`src/rtl/riscv_lsu.sv`:
```
// RV32I load/store unit: one request at a time, byte-enabled word memory port,
// registered response with sign/zero extension, misalignment and timeout errors.
module riscv_lsu #(
  parameter int unsigned TIMEOUT = 255
) (
  input  logic        clock,
  input  logic        reset,
  input  logic        req_valid,
  output logic        req_ready,
  input  logic        req_we,
  input  logic [2:0]  req_funct3,
  input  logic [31:0] req_addr,
  input  logic [31:0] req_wdata,
  output logic        resp_valid,
  output logic [31:0] resp_rdata,
  output logic        resp_err,
  output logic        busy,
  output logic        mem_req,
  output logic        mem_we,
  output logic [3:0]  mem_be,
  output logic [31:0] mem_addr,
  output logic [31:0] mem_wdata,
  input  logic        mem_ack,
  input  logic [31:0] mem_rdata,
  output logic [1:0]  dbg_state
);

  typedef enum logic [1:0] {
    S_IDLE   = 2'd0,
    S_ACCESS = 2'd1,
    S_RESP   = 2'd2
  } state_t;

  localparam logic [7:0] TO_LIMIT = 8'(TIMEOUT);

  state_t      state, state_nx;
  logic        we_q;
  logic [2:0]  f3_q;
  logic [31:0] addr_q, wdata_q, rdata_q, rdata_nx;
  logic        err_q, err_nx;
  logic [7:0]  cnt_q, cnt_nx, cnt_inc;
  logic        req_illegal, req_misal, accept;
  logic [31:0] shifted, load_data, st_data;
  logic [3:0]  st_be;

  // Handshake: a request transfers on a rising edge where req_valid && req_ready;
  // req_ready is high only in IDLE, so fields are ignored at all other times.
  assign accept = (state == S_IDLE) && req_valid;

  always_comb begin
    req_illegal = 1'b0;
    case (req_funct3)
      3'b000, 3'b001, 3'b010: req_illegal = 1'b0;
      3'b100, 3'b101:         req_illegal = req_we;
      default:                req_illegal = 1'b1;
    endcase
    req_misal = ((req_funct3[1:0] == 2'b01) && req_addr[0]) ||
                ((req_funct3[1:0] == 2'b10) && (req_addr[1:0] != 2'b00));
  end

  always_comb begin
    shifted   = mem_rdata >> {addr_q[1:0], 3'b000};
    load_data = shifted;
    case (f3_q)
      3'b000:  load_data = {{24{shifted[7]}}, shifted[7:0]};
      3'b001:  load_data = {{16{shifted[15]}}, shifted[15:0]};
      3'b100:  load_data = {24'd0, shifted[7:0]};
      3'b101:  load_data = {16'd0, shifted[15:0]};
      default: load_data = shifted;
    endcase
  end

  // Sub-word stores replicate the data so every enabled lane already holds it.
  always_comb begin
    st_be   = 4'b1111;
    st_data = wdata_q;
    case (f3_q[1:0])
      2'b00: begin
        st_be   = 4'b0001 << addr_q[1:0];
        st_data = {4{wdata_q[7:0]}};
      end
      2'b01: begin
        st_be   = 4'b0011 << addr_q[1:0];
        st_data = {2{wdata_q[15:0]}};
      end
      default: begin
        st_be   = 4'b1111;
        st_data = wdata_q;
      end
    endcase
  end

  always_comb begin
    state_nx = state;
    cnt_nx   = cnt_q;
    err_nx   = err_q;
    rdata_nx = rdata_q;
    cnt_inc  = cnt_q + 8'd1;
    case (state)
      S_IDLE: begin
        err_nx   = 1'b0;
        rdata_nx = 32'd0;
        if (req_valid) begin
          cnt_nx = 8'd0;
          if (req_illegal || req_misal) begin
            err_nx   = 1'b1;
            state_nx = S_RESP;
          end else begin
            state_nx = S_ACCESS;
          end
        end
      end
      S_ACCESS: begin
        // An ack on the final allowed cycle takes priority over the timeout.
        if (mem_ack) begin
          state_nx = S_RESP;
          err_nx   = 1'b0;
          rdata_nx = we_q ? 32'd0 : load_data;
        end else begin
          cnt_nx = cnt_inc;
          if (cnt_inc == TO_LIMIT) begin
            state_nx = S_RESP;
            err_nx   = 1'b1;
            rdata_nx = 32'd0;
          end
        end
      end
      S_RESP:  state_nx = S_IDLE;
      default: state_nx = S_IDLE;
    endcase
  end

  always_ff @(posedge clock) begin
    if (reset) begin
      state   <= S_IDLE;
      cnt_q   <= 8'd0;
      err_q   <= 1'b0;
      rdata_q <= 32'd0;
      we_q    <= 1'b0;
      f3_q    <= 3'd0;
      addr_q  <= 32'd0;
      wdata_q <= 32'd0;
    end else begin
      state   <= state_nx;
      cnt_q   <= cnt_nx;
      err_q   <= err_nx;
      rdata_q <= rdata_nx;
      if (accept) begin
        we_q    <= req_we;
        f3_q    <= req_funct3;
        addr_q  <= req_addr;
        wdata_q <= req_wdata;
      end
    end
  end

  assign req_ready  = (state == S_IDLE);
  assign busy       = (state != S_IDLE);
  assign mem_req    = (state == S_ACCESS);
  assign mem_we     = mem_req & we_q;
  assign mem_be     = mem_req ? (we_q ? st_be : 4'b1111) : 4'b0000;
  assign mem_addr   = mem_req ? {addr_q[31:2], 2'b00} : 32'd0;
  assign mem_wdata  = (mem_req && we_q) ? st_data : 32'd0;
  assign resp_valid = (state == S_RESP);
  assign resp_err   = resp_valid & err_q;
  assign resp_rdata = resp_valid ? rdata_q : 32'd0;
  assign dbg_state  = state;

endmodule

```
`config.mk`:
```
export PLATFORM = sky130hd
export DESIGN_NAME = riscv_lsu
export DESIGN_NICKNAME = d
export VERILOG_FILES = /design/src/rtl/riscv_lsu.sv
export SDC_FILE = /design/constraint.sdc
export NUM_CORES = 1
export LEC_CHECK = 0
export BUFFER_PORTS_ARGS = -buffer_cell sky130_fd_sc_hd__buf_2
export CAP_MARGIN = 40
export CORE_ASPECT_RATIO = 0.6
export CORE_MARGIN = 5
export CORE_UTILIZATION = 35
export CTS_CLUSTER_SIZE = 24
export DETAILED_ROUTE_END_ITERATION = 8
export PLACE_DENSITY = 0.65
export SLEW_MARGIN = 20
export SYNTH_ARGS = -nofsm -noshare
export SYNTH_HDL_FRONTEND = slang
export SYNTH_SLANG_ARGS = --single-unit
```
`constraint.sdc`:
```
create_clock -name clock -period 1.9 [get_ports clock]
set_input_delay 0.19 -clock clock [delete_from_list [all_inputs] [get_ports clock]]
set_output_delay 0.19 -clock clock [all_outputs]
set_load 0.02 [all_outputs]
```
==> results of run 1 <==
## cells in the mapped netlist, drive strengths merged, types with 10 or more instances
cell type / number / area (sq um)
nor2: 62 / 240
buf: 23 / 140
dfxtp: 111 / 2220
and2: 65 / 407
mux2i: 33 / 330
clkbuf: 47 / 176
a21oi: 119 / 596
nor3: 16 / 80.1
a211oi: 62 / 465
and3: 10 / 62.6
nand2: 163 / 612
o21ai: 16 / 80.1
nor2b: 13 / 81.3
## per-stage QoR
stage                     setup TNS, ps  std cells  area (sq um)
after CTS                         -1580       1235          7880
after floorplan                       0        796          5970
after global placement            -1550       1217          7480
final                             -2550       1239          8110
after detailed placement          -3850       1217          7480
after global routing              -4050       1239          8110
## timing repair
item / 4_1_cts / 5_1_grt
setup endpoints to repair: 80 / 93
buffers inserted: 1 / 2
pin swaps: 3 / 9
gates cloned: 1 / 2
resized for setup: 15 / 50
## cell families (layout without fill, tap and decap cells)
group | count (synthesis) | after routing
other | 1 | 2
multiplexers | 35 | 35
XOR/XNOR | 2 | 2
adder cells (fa/ha/maj) | 2 | 2
AO/OA/AOI/OAI | 217 | 217
AND/OR/NAND/NOR | 351 | 351
buffers and inverters | 76 | 291
flip-flops | 111 | 111
## final timing paths
| check | slack (ps) | cells after the start | start | to |
|---|---|---|---|---|
| setup / recovery | -120 | 6 | cnt_q[1] | rdata_q[22] |
| hold / removal | 70 | 3 | req_wdata[21] | wdata_q[21] |
| setup reg to reg | -120 | 6 | cnt_q[1] | rdata_q[22] |
| hold reg to reg | 450 | 2 | addr_q[28] | addr_q[28] |
## power by group through the flow
stage | clock (W) | sequential (W) | combinational, W
floorplan | 0 | 0.00255 | 0.000679
global route | 0.00212 | 0.00254 | 0.00125
detailed placement | 0 | 0.00258 | 0.00107
CTS | 0.00204 | 0.00253 | 0.00109
global placement | 0 | 0.00258 | 0.00106
finish | 0.00198 | 0.00253 | 0.00114
## sequential cells by signal (all words and copies together), names as in the netlist
register and count:
addr_q 32, cnt_q 8, dbg_state 2, err_q 1, f3_q 3, rdata_q 32, wdata_q 32, we_q 1
## cell type report
cell class / count / share of cell area (%)
timing repair buffer: 269 / 20.6
clock inverter: 7 / 0.988
tap: 228 / 3.52
inverter: 6 / 0.278
sequential: 111 / 27.6
multi-input combinational: 609 / 44.2
clock buffer: 9 / 2.78
## per-layer routing
metal | global-route usage [%] | share of wire, %
met3 | 5.49 | 7.4
met5 | 0 | 0
met1 | 29.0 | 50
met2 | 28.5 | 42
met4 | 2.76 | 0.61
## worst max-delay path: cells and delay by family, from the launching register on
kind                   cells  cell delay [ps]
AOI/OAI and AO/OA          3              670
buffers and inverters      1              200
DFF                        1              400
and+or+nand+nor            2              620
==> run_results.csv, run 1 <==
group,metric,value,unit
clock_network,hold_buffers,0,
detailed_routing,route.detailed.drc,0,
synthesis,ys_types,47,
cells_and_area,multi_input_area,0.00358,sq mm
power_and_ir_drop,leakage,3.47,nW
timing,fin_crit_sh,106,%
synthesis,synth-simple-area-share,27.8,%
global_routing,grt_util_all_layers,19.5,%
global_routing,grt_pass1_vias,5912,
worst_setup_path,end_kind,"flop",
placement,gp_congestion,0.892,
run,maxCapViolCount,0,
status,violations,"setup timing",
synthesis,ys_seq_area_share,37.3,%
detailed_routing,vias,6237,
clock_network,clk_pin_slew_worst_paths,80,ps
synthesis,synth_top_family_by_area,"simple AND/OR/NAND/NOR gates",
placement,io_buffers,209,
power_and_ir_drop,clkPwrFrac,35.1,%
worst_hold_path,hold_class,"input pin to flop",
synthesis,syn_area,0.00595,sq mm
detailed_routing,dr.pass1.iters,5,
cells_and_area,final_nets,1112,
cells_and_area,final_common_cell,"buf_2",
synthesis,synthMuxAreaShare,6.31,%
timing,hold-worst-slack,73.3,ps
cells_and_area,nFillCells,1658,
synthesis,synth_xor_area_share,0.294,%
worst_setup_path,worst_ep_arrival_time,2220,ps
timing,fin_ws,-117,ps
placement,hpwl,15.2,mm
power_and_ir_drop,vdd_drop_max,0.435,mV
synthesis,avgSynthCellArea,7.49,sq um
synthesis,ys.flop_type,"dfxtp_1",
synthesis,ys_ff_latch,111,
power_and_ir_drop,p_sw,0.00171,W
worst_setup_path,start_kind,"flop",
cells_and_area,register_area,0.00224,sq mm
global_routing,gr-total-overflow,0,
worst_setup_path,required,2110,ps
synthesis,async_reset_ff_share,0,%
clock_network,cts_made_buffers,9,
power_and_ir_drop,pwr-share-seq,44.8,%
clock_network,cts_tree,"done",
synthesis,yosys_warnings,0,
clock_network,root_buffer,"clkbuf_16",
global_routing,antenna_found_initial,0,
global_routing,grt_pass1_wl,31.6,mm
status,status,"finished, violations left",
placement,pre_cts_ws,-134,ps
floorplan,initial_core_util,36.2,%
power_and_ir_drop,pwr_density_cell,697,mW/mm^2
synthesis,synth-edff-count,0,
worst_setup_path,path_class,"flop to flop",
cells_and_area,antenna_cells,0,
floorplan,pin_count,212,
synthesis,synth_compound_area_share,22.1,%
synthesis,syn_inst,795,
cells_and_area,drive_above_1_share,33.3,%
detailed_routing,post_drt_wl_per_cell,16.9,um
global_routing,grt_max_degree,38,
floorplan,die_h,111,um
timing,rsz0062_at_grt,"true",
cells_and_area,syn2layout_area_growth,36.1,%
clock_network,cts_buffer_depth,2,
cells_and_area,layout_common_cells,"buf_2 (202), nand2_1 (162), a21oi_1 (114), dfxtp_1 (101), and2_1 (64)",
floorplan,fp.dieArea,0.0198,sq mm
power_and_ir_drop,internal_power,0.00394,W
worst_setup_path,cp_cell_sequence,"nand3_2 > or4_4 > a32oi_2 > a41o_4 > clkbuf_16 > a211oi_1",
timing,finClkSkew,9.49,ps
clock_network,clock-sinks,111,
power_and_ir_drop,switching_share,30.3,%
timing,worst_pin_slew,512,ps
timing,setup_viol,33,
cells_and_area,final_util,49.3,%
timing,drv_slew,0,
worst_setup_path,slowest_delay,530,ps
detailed_routing,ant_nets,0,
timing,fmax,0.496,GHz
power_and_ir_drop,pwr-share-comb,20.1,%
floorplan,core,0.0164,sq mm
clock_network,clkLatencyLatePin,340,ps
floorplan,fp.dieW,178,um
worst_setup_path,critPathMaxFanout,8,
synthesis,synth_adder_area_share,0.420,%
power_and_ir_drop,fin_total_pwr,0.00565,W
detailed_routing,finalWirelength,20.9,mm
floorplan,core.rowCount,36,
detailed_routing,drt-initial-drc-count,391,
timing,maxSlewHeadroom,65.7,%
timing,hold_viol,0,
worst_setup_path,crit_path_top_delay_cell,"or4_4",
clock_network,htreeDepth,3,
detailed_routing,via_per_inst,5.03,
timing,finalCriticalPeriod,2020,ps
No activity file was read; power rests on OpenSTA's default activity.
==> run 2, diff against run 1 <==
- MAX_ROUTING_LAYER: default -> met4
==> run_results.csv, run 2 (synthesis gave the netlist of run 1 again) <==
group,metric,value,unit
detailed_routing,post_drt_wl_per_cell,16.8,um
timing,fmax,0.515,GHz
cells_and_area,reg_top3,"addr_q x32, rdata_q x32, wdata_q x32",
timing,setup_viol,23,
power_and_ir_drop,leakage,3.48,nW
power_and_ir_drop,pwr-share-seq,45.1,%
clock_network,cts_buffer_depth,2,
power_and_ir_drop,internal_power,0.00393,W
worst_setup_path,critPathBufInv,3,
worst_hold_path,whs_endpoint,"wdata_q[17]",
power_and_ir_drop,clkPwrFrac,34.4,%
status,violations,"setup timing",
cells_and_area,stdcell_count,1244,
power_and_ir_drop,p_sw,0.00168,W
run,maxCapViolCount,0,
floorplan,fp.dieArea,0.0198,sq mm
timing,worst_pin_slew,554,ps
power_and_ir_drop,switching_share,29.9,%
global_routing,grt_pass1_wl,31.8,mm
detailed_routing,dr.pass1.iters,5,
detailed_routing,finalWirelength,20.9,mm
worst_setup_path,crit_path_top_delay_cell,"dfxtp_4",
cells_and_area,syn2layout_area_growth,37.0,%
power_and_ir_drop,pwr_density_cell,688,mW/mm^2
worst_setup_path,path_class,"flop to flop",
worst_hold_path,holdPathStages,3,
worst_setup_path,critPathMaxFanout,8,
worst_hold_path,min-delay-start,"req_wdata[17]",
placement,placed_cells,1218,
worst_setup_path,r2r-start,"cnt_q[1]",
worst_setup_path,slowest_delay,390,ps
clock_network,cts_tree,"done",
clock_network,root_buffer,"clkbuf_16",
clock_network,clock-sinks,111,
clock_network,clk_pin_slew_worst_paths,80,ps
timing,fin_ws,-42.1,ps
power_and_ir_drop,vdd_drop_max,0.429,mV
timing,finalCriticalPeriod,1940,ps
global_routing,grt_max_degree,41,
clock_network,cts_made_buffers,9,
placement,gp_congestion,0.886,
cells_and_area,drive_above_1_share,34.3,%
timing,maxSlewHeadroom,62.9,%
global_routing,gr-total-overflow,0,
cells_and_area,layout_common_cells,"buf_2 (202), nand2_1 (162), a21oi_1 (113), dfxtp_1 (101), and2_1 (64)",
placement,hpwl,15.2,mm
worst_setup_path,cp_cell_sequence,"ha_4 > buf_4 > nand3_1 > nor2_1 > xor2_1 > a41o_2 > buf_6 > clkbuf_16 > a211oi_1",
detailed_routing,route.detailed.drc,0,
timing,hold_viol,0,
power_and_ir_drop,fin_total_pwr,0.00561,W
worst_setup_path,crit_family,"compound AO/OA/AOI/OAI gates",
cells_and_area,final_util,49.6,%
cells_and_area,final_common_cell,"buf_2",
worst_setup_path,start_kind,"flop",
floorplan,pin_count,212,
worst_setup_path,rrSetupSlack,-40,ps
detailed_routing,vias,6358,
detailed_routing,via_per_inst,5.11,
worst_setup_path,worst_ep_arrival_time,2190,ps
worst_setup_path,rr_endpoint,"rdata_q[30]",
global_routing,grt_pass1_vias,5870,
floorplan,core,0.0164,sq mm
timing,drv_slew,0,
global_routing,grt_util_all_layers,20.3,%
floorplan,core.rowCount,36,
worst_setup_path,end_kind,"flop",
timing,finClkSkew,8.65,ps
clock_network,htreeDepth,3,
clock_network,clkLatencyLatePin,340,ps
floorplan,die_h,111,um
status,status,"finished, violations left",
floorplan,fp.dieW,178,um
detailed_routing,drt-initial-drc-count,463,
cells_and_area,final_nets,1115,
timing,fin_crit_sh,102,%
placement,io_buffers,209,
detailed_routing,ant_nets,0,
timing,rsz0062_at_grt,"true",
floorplan,initial_core_util,36.2,%
worst_setup_path,required,2150,ps
global_routing,antenna_found_initial,1,
power_and_ir_drop,pwr-share-comb,20.5,%
worst_hold_path,hold_class,"input pin to flop",
worst_setup_path,rr_worst_depth,9,
-- run 2: changes by cell type in the layout (fill, tap and decap cells not counted), moves of 2 or more --
| cell | delta |
|---|---|
| o21ai_0 | +4 |
| buf_8 | -2 |
| diode_2 | +2 |
| a211oi_1 | -11 |
| a211oi_2 | +12 |
| o21ai_1 | -4 |
| buf_4 | +2 |
-- run 2: layout make-up --
class | count | area (sq um)
clock buffer | 10 | 229
sequential | 111 | 2240
tap | 228 | 285
antenna | 2 | 5.00
multi-input combinational | 609 | 3590
inverter | 6 | 25.0
timing repair buffer | 272 | 1710
clock inverter | 6 | 68.8
fill | 1663 | 8290
-- run 2: power groups by stage --
stage	registers, W	clock network (W)	logic [W]
final	0.00253	0.00193	0.00115
after global placement	0.00258	0	0.00106
after detailed placement	0.00258	0	0.00107
after global routing	0.00255	0.00207	0.00127
after CTS	0.00253	0.00198	0.00109
after floorplan	0.00255	0	0.000679
-- run 2: repair_timing --
action / 4_1_cts / 5_1_grt
setup buffers: 1 / 3
setup endpoints to repair: 56 / 90
hold buffers: 0 / 0
gates cloned: 1 / 3
hold endpoints to repair: 0 / 0
pin swaps: 3 / 7
resized for setup: 17 / 51
-- run 2: how the worst max path moves through the flow --
stage             endpoint  cells after the start     start  slack [ps]
6_report       rdata_q[30]                      9  cnt_q[1]         -40
4_1_cts         rdata_q[7]                      6  cnt_q[1]         -70
3_5_place_dp   rdata_q[23]                      6  cnt_q[1]         -90
3_3_place_gp   rdata_q[24]                      6  cnt_q[1]         -30
5_1_grt        rdata_q[19]                      9  cnt_q[1]        -130
2_1_floorplan  rdata_q[10]                      6  cnt_q[0]          20
-- run 2: per-stage QoR --
stage	setup TNS (ps)	area [sq um]	hold slack (ps)	setup WS, ps
after floorplan	0	5970	326	16.3
after global placement	-795	7490	434	-29.8
after detailed placement	-2450	7490	436	-87.5
after CTS	-1960	7880	61.3	-72.3
after global routing	-3040	8150	69.1	-126
final	-442	8150	71.1	-42.1
-- run 2: tightest hold or removal path, delay by kind of cell --
family	cells	cell delay (ps)
buf+inv	1	90
compound gates	1	50
simple gates	1	40
-- run 2: metal layers --
layer | track usage [%] | vias up | wire length [um] | part of all wire [%]
li1 | - | 3167 | - | -
met1 | 31.1 | 2966 | 10500 | 50
met2 | 27.7 | 208 | 8700 | 42
met3 | 4.16 | 17 | 1570 | 7.5
met4 | 2.81 | 0 | 167 | 0.80
met5 | - | - | 0 | 0
